[src/rtl/cam_init_pkg.sv]
// Shared definitions for the camera register-initialisation sequencer.
//
// Contents:
//   state_t   - sequencer FSM states
//   CMD_*     - encodings driven on iic_cmd towards the IIC master
//   max_u     - elaboration-time helper used to size the shared delay counter
package cam_init_pkg;

    typedef enum logic [2:0] {
        IDLE,
        PWRUP,
        WRITE,
        VERIFY,
        GAP,
        DONE,
        FAIL
    } state_t;

    localparam logic [1:0] CMD_IDLE  = 2'b00;
    localparam logic [1:0] CMD_WRITE = 2'b10;
    localparam logic [1:0] CMD_READ  = 2'b01;

    function automatic int unsigned max_u(input int unsigned a, input int unsigned b);
        return (a > b) ? a : b;
    endfunction

endpackage

[src/rtl/cam_init_seq_if.sv]
// IIC master / config LUT ROM link used by cam_init_seq.
//
// Signals:
//   iic_cmd    - command to the IIC master (00 idle, 10 write, 01 read)
//   write_done - one-cycle pulse, current IIC write finished
//   iic_ack    - 0 = ACK, 1 = NACK, valid with write_done/read_done
//   lut_index  - current LUT ROM address
//   read_done, rd_data, lut_data - read-back path, only present when
//                CAM_INIT_VERIFY_EN is defined
//
// Modports:
//   master - the sequencer side
//   slave  - the IIC master / LUT ROM side
interface cam_init_seq_if #(
    parameter int unsigned IDX_W = 8
);

    logic [1:0]       iic_cmd;
    logic             write_done;
    logic             iic_ack;
    logic [IDX_W-1:0] lut_index;

`ifdef CAM_INIT_VERIFY_EN
    logic             read_done;
    logic [7:0]       rd_data;
    logic [7:0]       lut_data;

    modport master (
        output iic_cmd,
        output lut_index,
        input  write_done,
        input  iic_ack,
        input  read_done,
        input  rd_data,
        input  lut_data
    );

    modport slave (
        input  iic_cmd,
        input  lut_index,
        output write_done,
        output iic_ack,
        output read_done,
        output rd_data,
        output lut_data
    );
`else
    modport master (
        output iic_cmd,
        output lut_index,
        input  write_done,
        input  iic_ack
    );

    modport slave (
        input  iic_cmd,
        input  lut_index,
        output write_done,
        output iic_ack
    );
`endif

endinterface

[src/rtl/cam_delay_cnt.sv]
// Loadable down-counter shared by the power-up wait and the inter-transfer gap.
//
// Ports:
//   clk_100M - system clock
//   rst_n    - synchronous active-low reset (count cleared to 0)
//   en       - clock enable; 0 freezes the count
//   load     - load load_val (takes priority over counting)
//   load_val - value to load; the terminal pulse comes after that many cycles
//   tc       - terminal pulse, high for the enabled cycle in which the count is 1
module cam_delay_cnt #(
    parameter int unsigned CNT_W = 8
) (
    input  logic             clk_100M,
    input  logic             rst_n,
    input  logic             en,
    input  logic             load,
    input  logic [CNT_W-1:0] load_val,
    output logic             tc
);

    logic [CNT_W-1:0] cnt_q;

    always_ff @(posedge clk_100M) begin
        if (!rst_n) begin
            cnt_q <= '0;
        end else if (en) begin
            if (load) begin
                cnt_q <= load_val;
            end else if (cnt_q != '0) begin
                cnt_q <= cnt_q - CNT_W'(1);
            end
        end
    end

    // Count stops at 0, so tc fires once per load.
    assign tc = en && !load && (cnt_q == CNT_W'(1));

endmodule

[src/rtl/cam_init_seq.sv]
// Camera register-initialisation sequencer.
//
// Walks LUT indices LUT_START..LUT_END (inclusive), issuing one IIC write per
// entry. NACKed entries are rewritten up to MAX_RETRY times before the
// sequence stops in FAIL with the failing index latched. Every transfer is
// followed by max(GAP_CYCLES,1) idle cycles; the first write waits
// max(PWRUP_CYCLES,1) cycles after device_done.
//
// Optional feature: define CAM_INIT_VERIFY_EN to read back every ACKed write
// and compare it against the LUT data; a NACK or mismatch on the read counts
// as a retry of the same entry.
//
// Ports:
//   clk_100M    - system clock
//   rst_n       - synchronous active-low reset
//   en          - clock enable; 0 freezes all state and outputs
//   start       - one-cycle pulse, restarts the sequence from DONE or FAIL
//   device_done - IIC master / camera ready (level, only looked at in IDLE)
//   bus         - IIC master and LUT ROM link (cam_init_seq_if.master)
//   busy        - sequence in progress
//   done        - all entries written OK (sticky until start/reset)
//   error       - retries exhausted (sticky until start/reset)
//   err_index   - failing LUT index, valid while error=1
//
// LUT_END must be >= LUT_START and < 2**IDX_W.
module cam_init_seq
    import cam_init_pkg::*;
#(
    parameter int unsigned IDX_W        = 8,
    parameter int unsigned LUT_START    = 2,
    parameter int unsigned LUT_END      = 169,
    parameter int unsigned MAX_RETRY    = 3,
    parameter int unsigned PWRUP_CYCLES = 100000,
    parameter int unsigned GAP_CYCLES   = 1000
) (
    input  logic             clk_100M,
    input  logic             rst_n,
    input  logic             en,
    input  logic             start,
    input  logic             device_done,
    cam_init_seq_if.master   bus,
    output logic             busy,
    output logic             done,
    output logic             error,
    output logic [IDX_W-1:0] err_index
);

    // A zero cycle count would never produce a terminal pulse, so clamp to 1.
    localparam int unsigned PWR_LOAD = (PWRUP_CYCLES == 0) ? 1 : PWRUP_CYCLES;
    localparam int unsigned GAP_LOAD = (GAP_CYCLES == 0) ? 1 : GAP_CYCLES;
    localparam int unsigned DLY_W    = $clog2(max_u(PWR_LOAD, GAP_LOAD) + 1);
    localparam int unsigned RETRY_W  = (MAX_RETRY == 0) ? 1 : $clog2(MAX_RETRY + 1);

    state_t             state_q;
    logic [1:0]         cmd_q;
    logic [IDX_W-1:0]   idx_q;
    logic               busy_q;
    logic               done_q;
    logic               error_q;
    logic [IDX_W-1:0]   err_idx_q;
    logic [RETRY_W-1:0] retry_q;
    logic               advance_q;

    logic               xfer_end;
    logic               xfer_ok;
    logic               go_verify;
    logic               dly_load;
    logic [DLY_W-1:0]   dly_val;
    logic               dly_tc;

    // End and outcome of the transfer currently in flight. A write and a
    // read-back share the same retry rules, so they are folded together here.
    always_comb begin
        xfer_end  = 1'b0;
        xfer_ok   = 1'b0;
        go_verify = 1'b0;
        if (state_q == WRITE) begin
            xfer_end = bus.write_done;
            xfer_ok  = !bus.iic_ack;
`ifdef CAM_INIT_VERIFY_EN
            go_verify = 1'b1;
`endif
        end
`ifdef CAM_INIT_VERIFY_EN
        else if (state_q == VERIFY) begin
            xfer_end = bus.read_done;
            xfer_ok  = !bus.iic_ack && (bus.rd_data == bus.lut_data);
        end
`endif
    end

    // Counter loads mirror the FSM transitions that enter PWRUP or GAP. A load
    // on an ACKed write that moves to VERIFY is harmless: VERIFY ignores the
    // counter and read_done reloads it.
    always_comb begin
        dly_load = 1'b0;
        dly_val  = DLY_W'(GAP_LOAD);
        case (state_q)
            IDLE: begin
                if (device_done) begin
                    dly_load = 1'b1;
                    dly_val  = DLY_W'(PWR_LOAD);
                end
            end
            WRITE, VERIFY: dly_load = xfer_end;
            DONE, FAIL:    dly_load = start;
            default:       dly_load = 1'b0;
        endcase
    end

    cam_delay_cnt #(
        .CNT_W(DLY_W)
    ) u_delay_cnt (
        .clk_100M(clk_100M),
        .rst_n   (rst_n),
        .en      (en),
        .load    (dly_load),
        .load_val(dly_val),
        .tc      (dly_tc)
    );

    // Outputs are registered together with the state, so iic_cmd changes on
    // the same edge as the transition that causes it.
    always_ff @(posedge clk_100M) begin
        if (!rst_n) begin
            state_q   <= IDLE;
            cmd_q     <= CMD_IDLE;
            idx_q     <= IDX_W'(LUT_START);
            busy_q    <= 1'b0;
            done_q    <= 1'b0;
            error_q   <= 1'b0;
            err_idx_q <= '0;
            retry_q   <= '0;
            advance_q <= 1'b0;
        end else if (en) begin
            case (state_q)
                IDLE: begin
                    if (device_done) begin
                        state_q <= PWRUP;
                        busy_q  <= 1'b1;
                    end
                end

                PWRUP: begin
                    if (dly_tc) begin
                        state_q <= WRITE;
                        cmd_q   <= CMD_WRITE;
                    end
                end

                WRITE, VERIFY: begin
                    if (xfer_end) begin
                        if (xfer_ok && go_verify) begin
                            state_q <= VERIFY;
                            cmd_q   <= CMD_READ;
                        end else if (xfer_ok) begin
                            state_q   <= GAP;
                            cmd_q     <= CMD_IDLE;
                            advance_q <= 1'b1;
                            retry_q   <= '0;
                        end else if (retry_q < RETRY_W'(MAX_RETRY)) begin
                            state_q   <= GAP;
                            cmd_q     <= CMD_IDLE;
                            advance_q <= 1'b0;
                            retry_q   <= retry_q + RETRY_W'(1);
                        end else begin
                            state_q   <= FAIL;
                            cmd_q     <= CMD_IDLE;
                            busy_q    <= 1'b0;
                            error_q   <= 1'b1;
                            err_idx_q <= idx_q;
                        end
                    end
                end

                GAP: begin
                    if (dly_tc) begin
                        if (!advance_q) begin
                            state_q <= WRITE;
                            cmd_q   <= CMD_WRITE;
                        end else if (idx_q == IDX_W'(LUT_END)) begin
                            // End check before increment: the index never wraps.
                            state_q <= DONE;
                            busy_q  <= 1'b0;
                            done_q  <= 1'b1;
                        end else begin
                            state_q <= WRITE;
                            cmd_q   <= CMD_WRITE;
                            idx_q   <= idx_q + IDX_W'(1);
                        end
                    end
                end

                DONE, FAIL: begin
                    if (start) begin
                        // Restart through a gap so the bus sees idle before
                        // the first write of the new pass.
                        state_q   <= GAP;
                        cmd_q     <= CMD_IDLE;
                        idx_q     <= IDX_W'(LUT_START);
                        busy_q    <= 1'b1;
                        done_q    <= 1'b0;
                        error_q   <= 1'b0;
                        retry_q   <= '0;
                        advance_q <= 1'b0;
                    end
                end

                default: begin
                    state_q <= IDLE;
                    cmd_q   <= CMD_IDLE;
                end
            endcase
        end
    end

    assign bus.iic_cmd   = cmd_q;
    assign bus.lut_index = idx_q;
    assign busy          = busy_q;
    assign done          = done_q;
    assign error         = error_q;
    assign err_index     = err_idx_q;

endmodule
[src/flat_wrapper.sv]
// flat-port wrapper written by rule: the top's interface ports become plain ports
module cam_init_seq_flat import cam_init_pkg::*;
#(
    parameter int unsigned IDX_W        = 8,
    parameter int unsigned LUT_START    = 2,
    parameter int unsigned LUT_END      = 169,
    parameter int unsigned MAX_RETRY    = 3,
    parameter int unsigned PWRUP_CYCLES = 100000,
    parameter int unsigned GAP_CYCLES   = 1000
)
  (clk_100M, rst_n, en, start, device_done, busy, done, error, err_index, bus_iic_cmd, bus_lut_index, bus_write_done, bus_iic_ack);
  cam_init_seq_if #(.IDX_W(IDX_W)) bus_i ();
  input  logic clk_100M;
  input  logic rst_n;
  input  logic en;
  input  logic start;
  input  logic device_done;
  output logic busy;
  output logic done;
  output logic error;
  output logic [IDX_W-1:0] err_index;
  output wire logic [$bits(bus_i.iic_cmd)-1:0] bus_iic_cmd;
  output wire logic [$bits(bus_i.lut_index)-1:0] bus_lut_index;
  input wire logic [$bits(bus_i.write_done)-1:0] bus_write_done;
  input wire logic [$bits(bus_i.iic_ack)-1:0] bus_iic_ack;
  assign bus_iic_cmd = bus_i.iic_cmd;
  assign bus_lut_index = bus_i.lut_index;
  assign bus_i.write_done = bus_write_done;
  assign bus_i.iic_ack = bus_iic_ack;
  cam_init_seq #(.IDX_W(IDX_W), .LUT_START(LUT_START), .LUT_END(LUT_END), .MAX_RETRY(MAX_RETRY), .PWRUP_CYCLES(PWRUP_CYCLES), .GAP_CYCLES(GAP_CYCLES)) u_core (.clk_100M(clk_100M), .rst_n(rst_n), .en(en), .start(start), .device_done(device_done), .bus(bus_i), .busy(busy), .done(done), .error(error), .err_index(err_index));
endmodule
[config.mk]
export PLATFORM = sky130hd
export DESIGN_NAME = cam_init_seq_flat
export DESIGN_NICKNAME = d
export VERILOG_FILES = /design/src/rtl/cam_init_pkg.sv /design/src/rtl/cam_init_seq_if.sv /design/src/rtl/cam_delay_cnt.sv /design/src/rtl/cam_init_seq.sv /design/src/flat_wrapper.sv
export SDC_FILE = /design/constraint.sdc
export NUM_CORES = 1
export LEC_CHECK = 0
export BUFFER_PORTS_ARGS = -buffer_cell sky130_fd_sc_hd__buf_4
export CORE_MARGIN = 2
export CORE_UTILIZATION = 45
export CTS_CLUSTER_SIZE = 30
export DETAILED_ROUTE_END_ITERATION = 8
export PLACE_DENSITY = 0.66
export SETUP_SLACK_MARGIN = 0.2
export SLEW_MARGIN = 5
export SYNTH_ARGS = -nofsm -noshare
export SYNTH_HDL_FRONTEND = slang
export SYNTH_SLANG_ARGS = --single-unit
[constraint.sdc]
create_clock -name clk_100M -period 3.5 [get_ports clk_100M]
set_input_delay 0.525 -clock clk_100M [delete_from_list [all_inputs] [get_ports clk_100M]]
set_output_delay 0.525 -clock clk_100M [all_outputs]
set_load 0.01 [all_outputs]
Word level (Yosys, flattened, before mapping)
Cells that the tools add are included.
{"block": "classes", "bitwise_logic": 3, "n_addsub": 3, "order_cmp": 1, "n_eq_ne": 20, "muxes": 56, "reduce_logical": 21}
{"cell": "17-bit two-way mux", "n": 4}
{"cell": "8-bit two-way mux", "n": 4}
{"cell": "3-bit two-way mux", "n": 8}
{"cell": "6-bit AND reduction", "n": 4}
{"cell": "1-bit two-way mux", "n": 21}
{"cell": "2-bit two-way mux", "n": 10}
{"cell": "17-bit by 1-bit == test with 1-bit output, second input constant", "n": 1}
{"cell": "17-bit nonzero test", "n": 1}
{"cell": "17-bit by 1-bit subtractor with 17-bit output, second input constant", "n": 1}
{"cell": "8-bit case mux with 2 select lines", "n": 1}
{"cell": "3-bit case mux with 5 select lines", "n": 1}
{"cell": "2-bit by 1-bit != test with 1-bit output, second input constant", "n": 5}
{"cell": "2-bit != test, second input constant", "n": 5}
{"cell": "2-bit case mux with 5 select lines", "n": 1}
{"cell": "10-bit AND reduction", "n": 1}
{"cell": "5-bit AND reduction", "n": 2}
{"cell": "3-bit == test, second input constant", "n": 3}
{"cell": "8-bit by 1-bit adder with 8-bit output, second input constant", "n": 1}
{"cell": "8-bit == test, second input constant", "n": 1}
{"cell": "7-bit AND reduction", "n": 1}
{"cell": "3-bit by 2-bit == test with 1-bit output, second input constant", "n": 2}
{"cell": "1-bit case mux with 2 select lines", "n": 3}
{"cell": "2-bit nonzero test", "n": 3}
{"cell": "1-bit case mux with 4 select lines", "n": 1}
{"cell": "other kinds (14)", "n": 19}
{"block": "word_totals", "in_bits": 7, "register_bits": 44, "out_inout_bits": 21, "elab_cells": 114}

Depth between registers and ports, before layout
{"block": "logic_depth", "depth_word": 8, "mapped_depth": 8, "depth_no_buf": 7}

By module
From an unflattened synthesis, not the netlist that was laid out.
{"block": "hier_totals", "cells_unflattened": 328, "hier_area_um2": 2657.5}
{"mod": "cam_init_seq", "cells_each": 170, "n_inst": 1, "area_each_um2": 1527.7, "seq_area_each_um2": 520.5}
{"mod": "cam_delay_cnt", "cells_each": 158, "n_inst": 1, "area_each_um2": 1129.8, "seq_area_each_um2": 340.3}

Least setup slack after synthesis
OpenSTA, ideal clock, no wires.
{"block": "synth_path", "kind": "register to register", "from": "register u_core.u_delay_cnt.cnt_q[4]", "to": "register u_core.idx_q[7], in the netlist u_core.bus.lut_index[7]", "setup_slack_ns": 1.266, "stages_incl_launch_ff": 7, "period_less_slack_ns": 2.234, "path_buffers": 1, "required_ns": 3.412, "t_arrival_ns": 2.145, "setup_time_ns": 0.088, "path_cell_list": "dfxtp_1 nor4_4 nand4_2 or4_1 buf_2 o41a_1 a311oi_2"}
{"block": "synth_via", "elab_chain_cells": 4}
{"item": "start: declaration", "line": "cam_delay_cnt.sv:21", "rtl": "logic [CNT_W-1:0] cnt_q;"}
{"item": "start signal: assignment", "line": "cam_delay_cnt.sv:28", "rtl": "cnt_q <= load_val;"}
{"item": "start signal: assignment", "line": "cam_delay_cnt.sv:30", "rtl": "cnt_q <= cnt_q - CNT_W'(1);"}
{"item": "17-bit by 1-bit == test with 1-bit output", "line": "cam_delay_cnt.sv:36", "rtl": "assign tc = en && !load && (cnt_q == CNT_W'(1));"}
{"item": "1-bit logical AND", "line": "cam_delay_cnt.sv:36"}
{"item": "2-bit by 1-bit != test with 1-bit output (no source line)"}
{"item": "6-bit AND reduction (no source line)"}
{"item": "end signal: assignment", "line": "cam_init_seq.sv:128", "rtl": "idx_q <= IDX_W'(LUT_START);"}
{"item": "end signal: assignment", "line": "cam_init_seq.sv:189", "rtl": "idx_q <= idx_q + IDX_W'(1);"}
{"item": "end signal: assignment", "line": "cam_init_seq.sv:200", "rtl": "idx_q <= IDX_W'(LUT_START);"}
{"item": "end: declaration", "line": "cam_init_seq.sv:56", "rtl": "logic [IDX_W-1:0] idx_q;"}
No other way between the ends.
A chain may end at the register's enable or synchronous reset.

Worst setup path in the final report
{"block": "layout_path", "from": "register u_core.state_q[1]", "to": "register u_core.idx_q[7], in the netlist u_core.bus.lut_index[7]"}
{"block": "layout_via", "elab_chain_cells": 8, "elab_cells_between_ends": 20, "cone_classes": "eq/ne: 9; mux: 3; reduce/logical: 8"}
{"item": "start: declaration", "line": "cam_init_seq.sv:54", "rtl": "state_t state_q;"}
{"item": "start signal: assignment", "line": "cam_init_seq.sv:126", "rtl": "state_q <= IDLE;"}
{"item": "start signal: assignment", "line": "cam_init_seq.sv:139", "rtl": "state_q <= PWRUP;"}
{"item": "start signal: assignment", "line": "cam_init_seq.sv:146", "rtl": "state_q <= WRITE;"}
{"item": "3-bit by 2-bit == test with 1-bit output, or another cell as far along", "line": "cam_init_seq.sv:77, cam_init_seq.sv:98"}
{"item": "1-bit two-way mux, or another cell as far along", "line": "cam_init_seq.sv:77", "rtl": "if (state_q == WRITE) begin"}
{"item": "1-bit case mux with 3 select lines", "line": "cam_init_seq.sv:98", "rtl": "case (state_q)"}
{"item": "1-bit logical NOT", "line": "cam_delay_cnt.sv:36"}
{"item": "1-bit logical AND (2 in series)", "line": "cam_delay_cnt.sv:36"}
{"item": "2-bit by 1-bit != test with 1-bit output (no source line)"}
{"item": "6-bit AND reduction (no source line)"}
Parallel ways exist; a longest one is shown, timed or not.

==> results by group <==
STA
  • Clk_skew: 0.00421 ns
  • Period Utilization, post-route: 78.6%
  • Max Slew Vio Count: 0
  • Peak Freq: 363 MHz
  • Fin. Hold Viols: 0
  • Slew HR: 44.5%
  • Fin crit period: 2.75 ns
  • Unrepaired setup endpoints after global routing: false
  • TNS Setup: 0 ns
  • Setup Viol. Count Final: 0
  • Worst-Margin Slew: 0.819 ns
  • Setup ws final: 0.749 ns

Floorplan
  • Ports: 28
  • Row cnt: 28
  • Initial Util: 46.1%
  • Die H: 81.4 µm
  • Core Area: 5850 µm²
  • Die X: 81.4 µm
  • DIE AREA: 6630 µm²

Layout
  • Layout cells sized above 1: 16.3%
  • Nets: 362
  • Layout area overhead: 13.2%
  • # fillers: 573
  • Ant diodes: 0

Clock network
  • Num CTS Buffers: 5
  • CTS root buffer: clkbuf_8
  • Post-CTS setup buffer count: 0
  • Clk_lat worst skew: 0.30 ns
  • Post-CTS Hold Buffers: 0
  • CTS tree: yes
  • H-tree levels: 2
  • Clock sink count: 43
  • CTS resizes: 0
  • Reg clk slew, reported paths: 0.09 ns
  • CTS max path bufs: 2

Synthesis
  • Yosys top cell by area: dfxtp_1
  • Top cell type's share of synthesized area: 31.9%
  • Most common cell in the synthesized netlist: dfxtp_1
  • Mapped Cells: 332
  • Largest cells by area after synthesis: dfxtp_1 (32%), a21oi_1 (5.4%), nor2_1 (4.6%)
  • Area of the mapped netlist: 2700 µm²
  • Post-synthesis cell type count: 63
  • Ys async rst share: 0%
  • Net Count, Synth: 345
  • Yosys warnings: 0
  • Synth Register Bits: 43
  • Number of flops mapped to enable cells by yosys: 0
  • Sequential fraction of the synthesis area: 31.9%
  • Mean Syn Cell Area: 8.13 µm²
  • Most common library cells after synthesis: dfxtp_1 (43), nor2_1 (33), a21oi_1 (29), nand2_1 (19), inv_1 (14)
  • Synth Flop Type: dfxtp_1

Place
  • Port-buffer cells: 26
  • DPL Wire Length: 4.77 mm
  • GP Congestion: 0.852
  • Worst slack, placed: 0.793 ns

Pwr
  • PwrDens: 465 nW/µm²
  • P_sw: 0.000490 W
  • Reg power frac: 41.3%
  • Maximum VDD drop: 0.252 mV
  • Pleak: 1.10 nW
  • Internal power: 0.000929 W
  • Combinational power share: 29.0%
  • Clk pwr share: 29.7%
  • Sw frac: 34.6%

Worst setup path
  • Slowest-stage cell, CP: dfxtp_1
  • Buf/Inv on CP: 0
  • Crit Path Max Fanout: 21
  • CP Cell Sequence: mux2i_1 -> o221ai_1 -> or4_1 -> o41a_1 -> a311oi_2
  • WS Path Type: register to register
  • CP top delay family: compound AO/OA/AOI/OAI gates
  • CP arrival: 2.97 ns
  • Startpoint types: register
  • Worst setup EP type: register
  • WP data required: 3.72 ns
  • Flop2flop setup slack: 0.75 ns
  • Largest stage delay, worst path: 0.78 ns

GRT
  • Vias in the first global route: 2209
  • GRT overflow: 0
  • Initial antenna violation count: 0
  • First-pass GRT wire length: 11.0 mm
  • Largest net degree at the start of global routing: 25
  • Total GRT Usage: 21.6%

Route
  • Detailed Routing Iterations Pass 1: 5
  • Via count: 2607
  • DR DRC count: 0
  • DR WL/cell: 16.2 µm
  • Routed WL: 6.89 mm
  • Post-DRT Antenna Nets: 0
  • Drt first-iter violations: 218
  • Via density: 6.13

Flow run
  • MaxCap Viol Count: 0

Worst hold path
  • HP Class: register to register

Status
  • Run status: finished clean
[sequential cells by signal (all words and copies together) (netlist names), 2 cells and up]
signal / flops
u_core.bus.lut_index: 8
u_core.err_index: 8
u_core.retry_q: 2
u_core.state_q: 3
u_core.u_delay_cnt.cnt_q: 17
[routing by layer]
layer | vias to the layer above | wire length (µm) | global-route usage [%]
met5 | - | 0 | 0
met4 | 0 | 99 | 7.80
met3 | 10 | 409 | 3.85
met2 | 95 | 3050 | 31.8
met1 | 1213 | 3340 | 31.3
li1 | 1289 | - | -
[tightest hold or removal path, delay by kind of cell, from the launching register on]
kind	cells	cell delay, ns
DFF	1	0.32
AOI/OAI and AO/OA	2	0.13
[logic make-up (layout without fill, tap and decap cells)]
group                    Yosys count  after routing  synth area share (%)
AND/OR/NAND/NOR                  128            128                  26.8
AO/OA/AOI/OAI                    104            104                  27.4
flip-flops                        43             43                  31.9
buffers and inverters             33             51                  4.82
multiplexers                      13             13                  4.87
adder cells (fa/ha/maj)            7              7                  3.15
XOR/XNOR                           3              3                 0.974
other                              1              1                 0.139
[worst paths after layout]
kind	start	to	depth (start not counted)
worst max register to register	u_core.state_q[1]$_SDFFE_PN0P_	u_core.bus.lut_index[7]$_SDFFE_PN0P_	5
worst max-delay path	u_core.state_q[1]$_SDFFE_PN0P_	u_core.bus.lut_index[7]$_SDFFE_PN0P_	5
worst min register to register	u_core.done$_SDFFE_PN0P_	u_core.done$_SDFFE_PN0P_	2
worst min-delay path	u_core.done$_SDFFE_PN0P_	u_core.done$_SDFFE_PN0P_	2
[cells in the final DEF (no fill, tap or decap), types with 7 or more instances in the layout]
cell,n
a21oi_1,29
and3_1,7
buf_4,29
dfxtp_1,43
inv_1,14
mux2i_1,12
nand2_1,19
nand3_1,8
nor2_1,33
nor3_1,11
o21ai_0,10
or3_1,7
or4_1,10
[per-stage QoR]
stage | util (%) | area, µm² | hold WS [ns] | cells | total power (W)
2_1_floorplan | - | 2700 | 0.453 | 332 | 0.000905
3_3_place_gp | 50.1 | 2930 | 0.465 | 417 | 0.000994
3_5_place_dp | 50.1 | 2930 | 0.478 | 417 | 0.000997
4_1_cts | 52.2 | 3050 | 0.491 | 425 | 0.00142
5_1_grt | 52.2 | 3050 | 0.522 | 425 | 0.00150
6_report | 52.2 | 3050 | 0.487 | 425 | 0.00142
[power groups by stage]
stage	combinational (W)	clock (W)	sequential, W
after detailed placement	0.000402	0	0.000595
after CTS	0.000404	0.000431	0.000584
final	0.000411	0.000422	0.000586
after floorplan	0.000329	0	0.000576
after global placement	0.000399	0	0.000594
after global routing	0.000455	0.000451	0.000593
[layout make-up]
class / count / area (µm²) / area share (%)
inverter: 14 / 52.6 / 1.72
multi-input combinational: 256 / 1710 / 55.9
timing repair buffer: 29 / 218 / 7.13
clock inverter: 2 / 38.8 / 1.27
clock buffer: 6 / 82.6 / 2.70
sequential: 43 / 861 / 28.2
tap: 75 / 93.8 / 3.07
Power figures use the tool's default switching activity.
